File: src/rtl/fp_pkg.sv
// Shared constants and types for the fingerprint SRAM template blocks.
// Template geometry, SRAM layout and reader FSM states.
package fp_pkg;

  localparam int FP_ROWS            = 160;
  localparam int FP_COLS            = 160;
  localparam int FP_WORD_W          = 16;
  localparam int FP_ADDR_W          = 20;
  localparam int FP_SIZE            = 1600;
  localparam int SAVE_BEGIN_ADDRESS = 13000;
  localparam int DB_SIZE_ADDRESS    = 12999;

  typedef enum logic [1:0] {
    IDLE,
    FETCH,
    PRESENT,
    DONE
  } fp_rd_state_t;

  function automatic int fp_words(input int rows, input int cols,
                                  input int word_w);
    return rows * cols / word_w;
  endfunction

endpackage

File: src/rtl/fp_index_counter.sv
// Row/column/word-index walker over a template, one word per step.
// Column advances by one word; wrapping the last column bumps the row.
module fp_index_counter
  import fp_pkg::*;
#(
  parameter int ROWS   = FP_ROWS,
  parameter int COLS   = FP_COLS,
  parameter int WORD_W = FP_WORD_W,
  parameter int IDX_W  = $clog2(fp_words(ROWS, COLS, WORD_W))
) (
  input  logic             i_clk,
  input  logic             i_rst,
  input  logic             i_clr,
  input  logic             i_inc,
  output logic [IDX_W-1:0] o_index,
  output logic [7:0]       o_row,
  output logic [7:0]       o_col,
  output logic             o_last
);

  localparam logic [7:0] LAST_ROW = 8'(ROWS - 1);
  localparam logic [7:0] LAST_COL = 8'(COLS - WORD_W);
  localparam logic [7:0] STEP     = 8'(WORD_W);

  logic col_wrap;

  assign col_wrap = (o_col == LAST_COL);
  assign o_last   = (o_row == LAST_ROW) && col_wrap;

  always_ff @(posedge i_clk or posedge i_rst) begin
    if (i_rst) begin
      o_index <= '0;
      o_row   <= '0;
      o_col   <= '0;
    end else if (i_clr) begin
      o_index <= '0;
      o_row   <= '0;
      o_col   <= '0;
    end else if (i_inc) begin
      o_index <= o_index + 1'b1;
      if (col_wrap) begin
        o_col <= '0;
        o_row <= o_row + 8'd1;
      end else begin
        o_col <= o_col + STEP;
      end
    end
  end

endmodule

File: src/rtl/fp_sram_reader.sv
// Streams one stored fingerprint template out of async SRAM word by word.
// Optional running checksum: define FP_SRAM_READER_CHECKSUM_EN.
module fp_sram_reader
  import fp_pkg::*;
#(
  parameter int ROWS   = FP_ROWS,
  parameter int COLS   = FP_COLS,
  parameter int WORD_W = FP_WORD_W,
  parameter int ADDR_W = FP_ADDR_W
) (
  input  logic              i_clk,
  input  logic              i_rst,
  input  logic              i_start,
  input  logic              i_abort,
  input  logic [ADDR_W-1:0] i_begin_addr,
  output logic              o_sram_req,
  output logic [ADDR_W-1:0] o_sram_addr,
  input  logic [WORD_W-1:0] i_sram_data,
  output logic              o_valid,
  input  logic              i_ready,
  output logic [WORD_W-1:0] o_data,
  output logic [7:0]        o_row,
  output logic [7:0]        o_col,
  output logic              o_last,
  output logic              o_busy,
  output logic              o_finish,
  output logic [WORD_W-1:0] o_checksum
);

  localparam int IDX_W = $clog2(fp_words(ROWS, COLS, WORD_W));

  fp_rd_state_t      state;
  logic [ADDR_W-1:0] base;
  logic [IDX_W-1:0]  index;
  logic              at_last;
  logic              accept;
  logic              beat;
  logic              step;

  assign accept = (state == IDLE) && i_start;
  assign beat   = (state == PRESENT) && o_valid && i_ready && !i_abort;
  assign step   = beat && !at_last;

  fp_index_counter #(
    .ROWS   (ROWS),
    .COLS   (COLS),
    .WORD_W (WORD_W),
    .IDX_W  (IDX_W)
  ) u_idx (
    .i_clk   (i_clk),
    .i_rst   (i_rst),
    .i_clr   (accept),
    .i_inc   (step),
    .o_index (index),
    .o_row   (o_row),
    .o_col   (o_col),
    .o_last  (at_last)
  );

  // Address wraps modulo 2^ADDR_W; bus is driven only while owned.
  assign o_sram_addr = o_sram_req ? base + ADDR_W'(index) : '0;
  assign o_last      = at_last && o_valid;

  always_ff @(posedge i_clk or posedge i_rst) begin
    if (i_rst) begin
      state      <= IDLE;
      base       <= '0;
      o_sram_req <= 1'b0;
      o_valid    <= 1'b0;
      o_busy     <= 1'b0;
      o_finish   <= 1'b0;
      o_data     <= '0;
    end else begin
      unique case (state)
        IDLE: begin
          o_finish <= 1'b0;
          if (i_start) begin
            base       <= i_begin_addr;
            o_sram_req <= 1'b1;
            o_busy     <= 1'b1;
            state      <= FETCH;
          end
        end
        FETCH: begin
          o_sram_req <= 1'b0;
          if (i_abort) begin
            o_busy <= 1'b0;
            state  <= IDLE;
          end else begin
            o_data  <= i_sram_data;
            o_valid <= 1'b1;
            state   <= PRESENT;
          end
        end
        PRESENT: begin
          if (i_abort) begin
            o_valid <= 1'b0;
            o_busy  <= 1'b0;
            state   <= IDLE;
          end else if (i_ready) begin
            o_valid <= 1'b0;
            if (at_last) begin
              o_finish <= 1'b1;
              state    <= DONE;
            end else begin
              o_sram_req <= 1'b1;
              state      <= FETCH;
            end
          end
        end
        DONE: begin
          o_finish <= 1'b0;
          o_busy   <= 1'b0;
          state    <= IDLE;
        end
        default: state <= IDLE;
      endcase
    end
  end

`ifdef FP_SRAM_READER_CHECKSUM_EN
  logic [WORD_W-1:0] csum;

  always_ff @(posedge i_clk or posedge i_rst) begin
    if (i_rst)
      csum <= '0;
    else if (accept)
      csum <= '0;
    else if (beat)
      csum <= csum + o_data;
  end

  assign o_checksum = csum;
`else
  assign o_checksum = '0;
`endif

endmodule

File: config.mk
export PLATFORM = sky130hd
export DESIGN_NAME = fp_sram_reader
export DESIGN_NICKNAME = d
export VERILOG_FILES = /design/src/rtl/fp_pkg.sv /design/src/rtl/fp_index_counter.sv /design/src/rtl/fp_sram_reader.sv
export SDC_FILE = /design/constraint.sdc
export NUM_CORES = 1
export LEC_CHECK = 0
export BUFFER_PORTS_ARGS = -buffer_cell sky130_fd_sc_hd__buf_2
export CAP_MARGIN = 40
export CORE_MARGIN = 2
export CORE_UTILIZATION = 52
export DETAILED_ROUTE_END_ITERATION = 7
export HOLD_SLACK_MARGIN = 0.02
export PLACE_DENSITY_LB_ADDON = 0.2
export SYNTH_ARGS = -nofsm -noshare
export SYNTH_HDL_FRONTEND = slang
export SYNTH_SLANG_ARGS = --single-unit
File: constraint.sdc
create_clock -name i_clk -period 3 [get_ports i_clk]
set_input_delay 0.6 -clock i_clk [delete_from_list [all_inputs] [get_ports i_clk]]
set_output_delay 0.6 -clock i_clk [all_outputs]
set_load 0.02 [all_outputs]
---- Yosys cells after proc, flatten, opt, wreduce, memory -nomap -nowiden ----
Cells that the tools add are included.
word-level totals
  flip-flop bits (word level) ............. 69
  input bits .............................. 41
  output and inout bits ................... 73
cells by class
  add/sub/neg operators ................... 4
  equal/unequal tests ..................... 13
  mux-type cells .......................... 30
  bitwise gates (word level) .............. 1
  reductions and logical operators ........ 25
operator list
  operator               count
  $mux 8                 6
  $mux 11                2
  $add 20x11->20         1
  $mux 20                1
  $eq 8x8->1 const B     2
  $ne 2x2->1 const B     6
  $add 11x1->11 const B  1
  $mux 1                 11
  $mux 2                 5
  $reduce_and 2->1       5
  $add 8x1->8 const B    1
  $add 8x5->8 const B    1
  $pmux 2 s4             1
  $reduce_bool 2->1      4
  $logic_and 1x1->1      7
  $pmux 1 s3             2
  $reduce_and 5->1       1
  $eq 2x2->1 const B     2
  $pmux 1 s2             2
  $reduce_and 4->1       1
  $reduce_or 2->1        2
  $ne 3x3->1 const B     1
  $reduce_and 3->1       1
  $reduce_bool 3->1      1
  5 further kinds        6

---- Logic depth before layout (Yosys ltp) ----
  word-level depth ........................ 7
  mapped depth ............................ 9
  gate-level depth less buffers ........... 8

---- Hierarchy ----
A second synthesis with hierarchy kept.
unflattened totals
  cell total of the unflattened synthesis .. 408
  area, all modules ....................... 4033.9 µm²
modules (own cells, without submodules)
  module            times used  cells each  area an instance (µm²)  sequential area each (µm²)
  fp_sram_reader    1           281         2791.4                  1051.0
  fp_index_counter  1           127         1242.4                  575.6

---- Worst setup path before layout ----
OpenSTA, ideal clock, no wires.
  kind .................................... flip-flop to output port
  from .................................... register u_idx.o_index[0]
  to ...................................... output o_sram_addr[12]
  arrival time ............................ 2236 ps
  data required time ...................... 2400 ps
  setup slack ............................. 164 ps
  stages on the path, launching flop included .. 9
  path buffers ............................ 0
  cells stage by stage .................... dfrtp_1 > ha_1 > fa_1 > a21oi_1 > o21ai_0 > a21o_1 > nor3_2 > o21ai_0 > a21oi_1
on the way
  word-level cells in the longest chain between the ends .. 2
ends and longest elaborated chain
  item                    line                    RTL
  start, declared         fp_index_counter.sv:15  output logic [IDX_W-1:0] o_index,
  start signal, assigned  fp_index_counter.sv:40  o_index <= o_index + 1'b1;
  $add 20x11->20          fp_sram_reader.sv:61    assign o_sram_addr = o_sram_req ? base + ADDR_W'(index) : '0;
  $mux 20                 fp_sram_reader.sv:61
  end, declared           fp_sram_reader.sv:17    output logic [ADDR_W-1:0] o_sram_addr,
Every way passes these cells.

---- Worst setup path in the final report ----
  from .................................... register base[1]
  to ...................................... output o_sram_addr[7]
on the way
  word-level cells in the longest chain between the ends .. 2
ends and longest elaborated chain
  item                    line                  RTL
  start, declared         fp_sram_reader.sv:33  logic [ADDR_W-1:0] base;
  start signal, assigned  fp_sram_reader.sv:78  base <= i_begin_addr;
  $add 20x11->20          fp_sram_reader.sv:61
  $mux 20                 fp_sram_reader.sv:61
Every way passes these cells.

==> results by group <==
Worst setup path
  • Setup crit end: o_sram_addr[7]
  • RR Endpoint: u_idx.o_index[5]$_DFFE_PP0P_
  • Endpoint class of the critical path: output pin
  • CP max stage cell: dfrtp_1
  • Crit path cell chain: ha_1 > a21o_1 > nand4_1 > buf_4 > buf_4 > nand3_1 > a21o_1 > a21oi_2 > mux2i_1 > buf_4
  • Top cell by count, worst path: buf_4
  • Worst endpoint data arrival time: 2.52 ns
  • CP max stage delay: 0.39 ns
  • Reg2Reg Launch Point: state[0]$_DFFE_PP0P_
  • CP startpoint kind: register
  • R2R setup slack: 0.88 ns
  • Critical Path RT: 2.40 ns
  • Crit Path Category: register to output pin
  • Crit path from: base[1]$_DFFE_PP0P_
  • Critical path fanouts, max: 3
  • R2R cell count: 8

Route
  • WL final: 7990 µm
  • Initial DRC Count: 116
  • Drt pass-1 iters: 4
  • DRC Markers: 0
  • Via Count: 2994
  • Routed length per placed instance: 13.7 µm
  • Vias/cell: 5.14
  • Final ANT Viol Nets: 0

Floorplan
  • Rows: 31
  • Initial core utilization: 0.533
  • Die W: 90.0 µm
  • Full die area: 0.00810 mm²
  • Die Y: 90.0 µm
  • Top Ports: 114
  • Core box area: 0.00721 mm²

Cells and area
  • Share of cells above drive strength 1: 0.395
  • Final Util: 0.664
  • Nets: 540
  • Area growth syn-to-layout: 24.6%
  • N_diodes: 0

CTS
  • Clk_lat worst skew: 0.34 ns
  • H-tree lvl count: 3
  • TritonCTS Sinks: 65
  • Worst-path clk slew: 0.07 ns
  • Num CTS Buffers: 9
  • Clk buf depth: 2
  • CTS tree: yes
  • Root buffer cell: clkbuf_8

Global route
  • Initial antenna violation count: 0
  • Largest net degree at the start of global routing: 34
  • Vias in the first global route: 2900
  • Gr usage total: 0.200
  • First-pass GRT wire length: 13200 µm
  • GRT Residual Overflow: 0

Placement
  • Port buffer count: 93
  • Dpl hpwl: 5540 µm
  • Final GP Congestion: 0.871

Synth
  • Synth cell count leaders: 65 x dfrtp_1, 37 x mux2_2, 27 x a21oi_1, 25 x nand2_1, 25 x nor2_1
  • Post-Syn Area per Cell: 10.4 µm²
  • Synth Flop Type: dfrtp_1
  • Synth cell types: 53
  • Cell area after synthesis: 0.00384 mm²
  • Synth area leader: dfrtp_1
  • Seq/Total Area, Yosys: 0.423
  • Most numerous cell in the Yosys netlist: dfrtp_1
  • FF+latch count, synth: 65
  • Top-area cell type share of the netlist area: 0.423
  • Yosys warnings: 0
  • Area contributors post-synth: dfrtp_1 42%, mux2_2 11%, ha_1 6.5%
  • Post-synth EDFFs: 0
  • Ys async rst share: 1.00
  • Syn Inst Count: 369

STA
  • Slew HR: 0.515
  • Clk_skew: 0.00384 ns
  • Final worst-path cycle share: 1.04
  • Fin. Hold Viols: 0
  • Post-route minimum period: 3.12 ns
  • Setup violators final: 7
  • Fin worst setup slack: -0.116 ns
  • Final setup TNS: -0.384 ns
  • Max Slew Vio Count: 0
  • Unrepaired setup endpoints after global routing: true
  • Fmax: 321 MHz
  • Worst-Margin Slew: 0.726 ns

Power and ir drop
  • Switching power: 1.72 mW
  • Sequential share of power: 0.338
  • Pwr per Cell Area: 896 mW/mm²
  • Internal power: 2.57 mW
  • Combinational share of power: 0.462
  • Leakage power: 2.27 nW
  • Sw frac: 0.401
  • Clock share of power: 0.199
  • Worst vdd ir: 0.000572 V

Status
  • Status: finished with violations
  • Failing checks: setup timing

Min path
  • Worst hold-check path type: input pin to asynchronous set/reset pin

Run
  • Max-cap violations: 0
==> registers in the layout, summed over array words and instances, names as in the netlist <==
| signal | cells |
|---|---|
| base | 20 |
| o_data | 16 |
| u_idx.o_index | 11 |
| u_idx.o_row | 8 |
| u_idx.o_col | 4 |
| state | 2 |
| o_busy | 1 |
| o_finish | 1 |
| o_sram_req | 1 |
| o_valid | 1 |
==> cells by family (layout without fill, tap and decap cells) <==
logic type      after synthesis  count (layout)  synth area share
other cells                   1              20          0.000975
simple gates                118             118             0.184
xor+xnor                     21              21            0.0478
compound gates               63              63            0.0999
mux                          38              38             0.111
fa+ha+maj                    21              21            0.0703
flops                        65              65             0.423
buf+inv                      42             137            0.0631
==> metal layers <==
metal | up-vias | routed length (µm) | track usage
met5 | - | 0 | 0
li1 | 1475 | - | -
met4 | 0 | 87 | 0.0679
met1 | 1413 | 3640 | 0.254
met2 | 97 | 3830 | 0.329
met3 | 9 | 437 | 0.0604
==> placed cells by master (no fill, tap or decap), drive strengths merged, types with 10 or more instances in the layout <==
| cell | instances |
|---|---|
| a21oi | 27 |
| mux2 | 37 |
| ha | 20 |
| clkbuf | 12 |
| conb | 20 |
| buf | 109 |
| o21ai | 22 |
| dfrtp | 65 |
| nand2 | 25 |
| xnor2 | 11 |
| nor2 | 26 |
| xor2 | 10 |
| inv | 12 |
| or3 | 10 |
==> what timing repair did <==
action / in CTS / in global routing
hold buffers: 0 / 0
gates resized for setup: 25 / 7
endpoints found under the setup margin: 11 / 12
setup buffers: 6 / 3
pin swaps: 15 / 11
==> worst min-delay path by stage <==
stage	endpoint	slack (ns)
final	base[14]$_DFFE_PP0P_	0.38
after global routing	base[15]$_DFFE_PP0P_	0.42
after CTS	base[13]$_DFFE_PP0P_	0.40
after global placement	o_data[14]$_DFFE_PP0P_	0.49
after floorplan	base[0]$_DFFE_PP0P_	0.49
after detailed placement	o_data[5]$_DFFE_PP0P_	0.49
==> through the flow <==
step,worst slack [ns],cell area [µm²],instances,hold slack [ns],power (mW)
2_1_floorplan,0.164,3920,388,0.487,2.81
3_3_place_gp,0.0846,4370,557,0.487,3.29
3_5_place_dp,0.0599,4370,557,0.491,3.35
4_1_cts,-0.114,4730,579,0.402,4.29
5_1_grt,-0.250,4790,582,0.419,4.59
6_report,-0.116,4790,582,0.379,4.29
==> power groups by stage <==
stage	combinational (mW)	sequential [mW]	clock, mW
finish	1.98	1.45	0.856
global route	2.16	1.51	0.918
CTS	1.97	1.45	0.872
detailed placement	1.89	1.46	0
global placement	1.84	1.45	0
floorplan	1.22	1.59	0
==> cell type report <==
cell class	count	area, µm²
Tap cell	99	124
Fill cell	578	2420
Multi-Input combinational cell	281	2140
Clock buffer	12	155
Timing Repair Buffer	109	624
Sequential cell	65	1630
Clock inverter	4	75.1
Inverter	12	45.0
==> worst max-delay path, delay by kind of cell, from the launching register on <==
family,cells,cell delay (ns)
adder cells (fa/ha/maj),1,0.29
multiplexers,1,0.22
flip-flops,1,0.39
AO/OA/AOI/OAI,3,0.59
AND/OR/NAND/NOR,2,0.26
buffers and inverters,3,0.40
No activity file was read; power rests on OpenSTA's default activity.
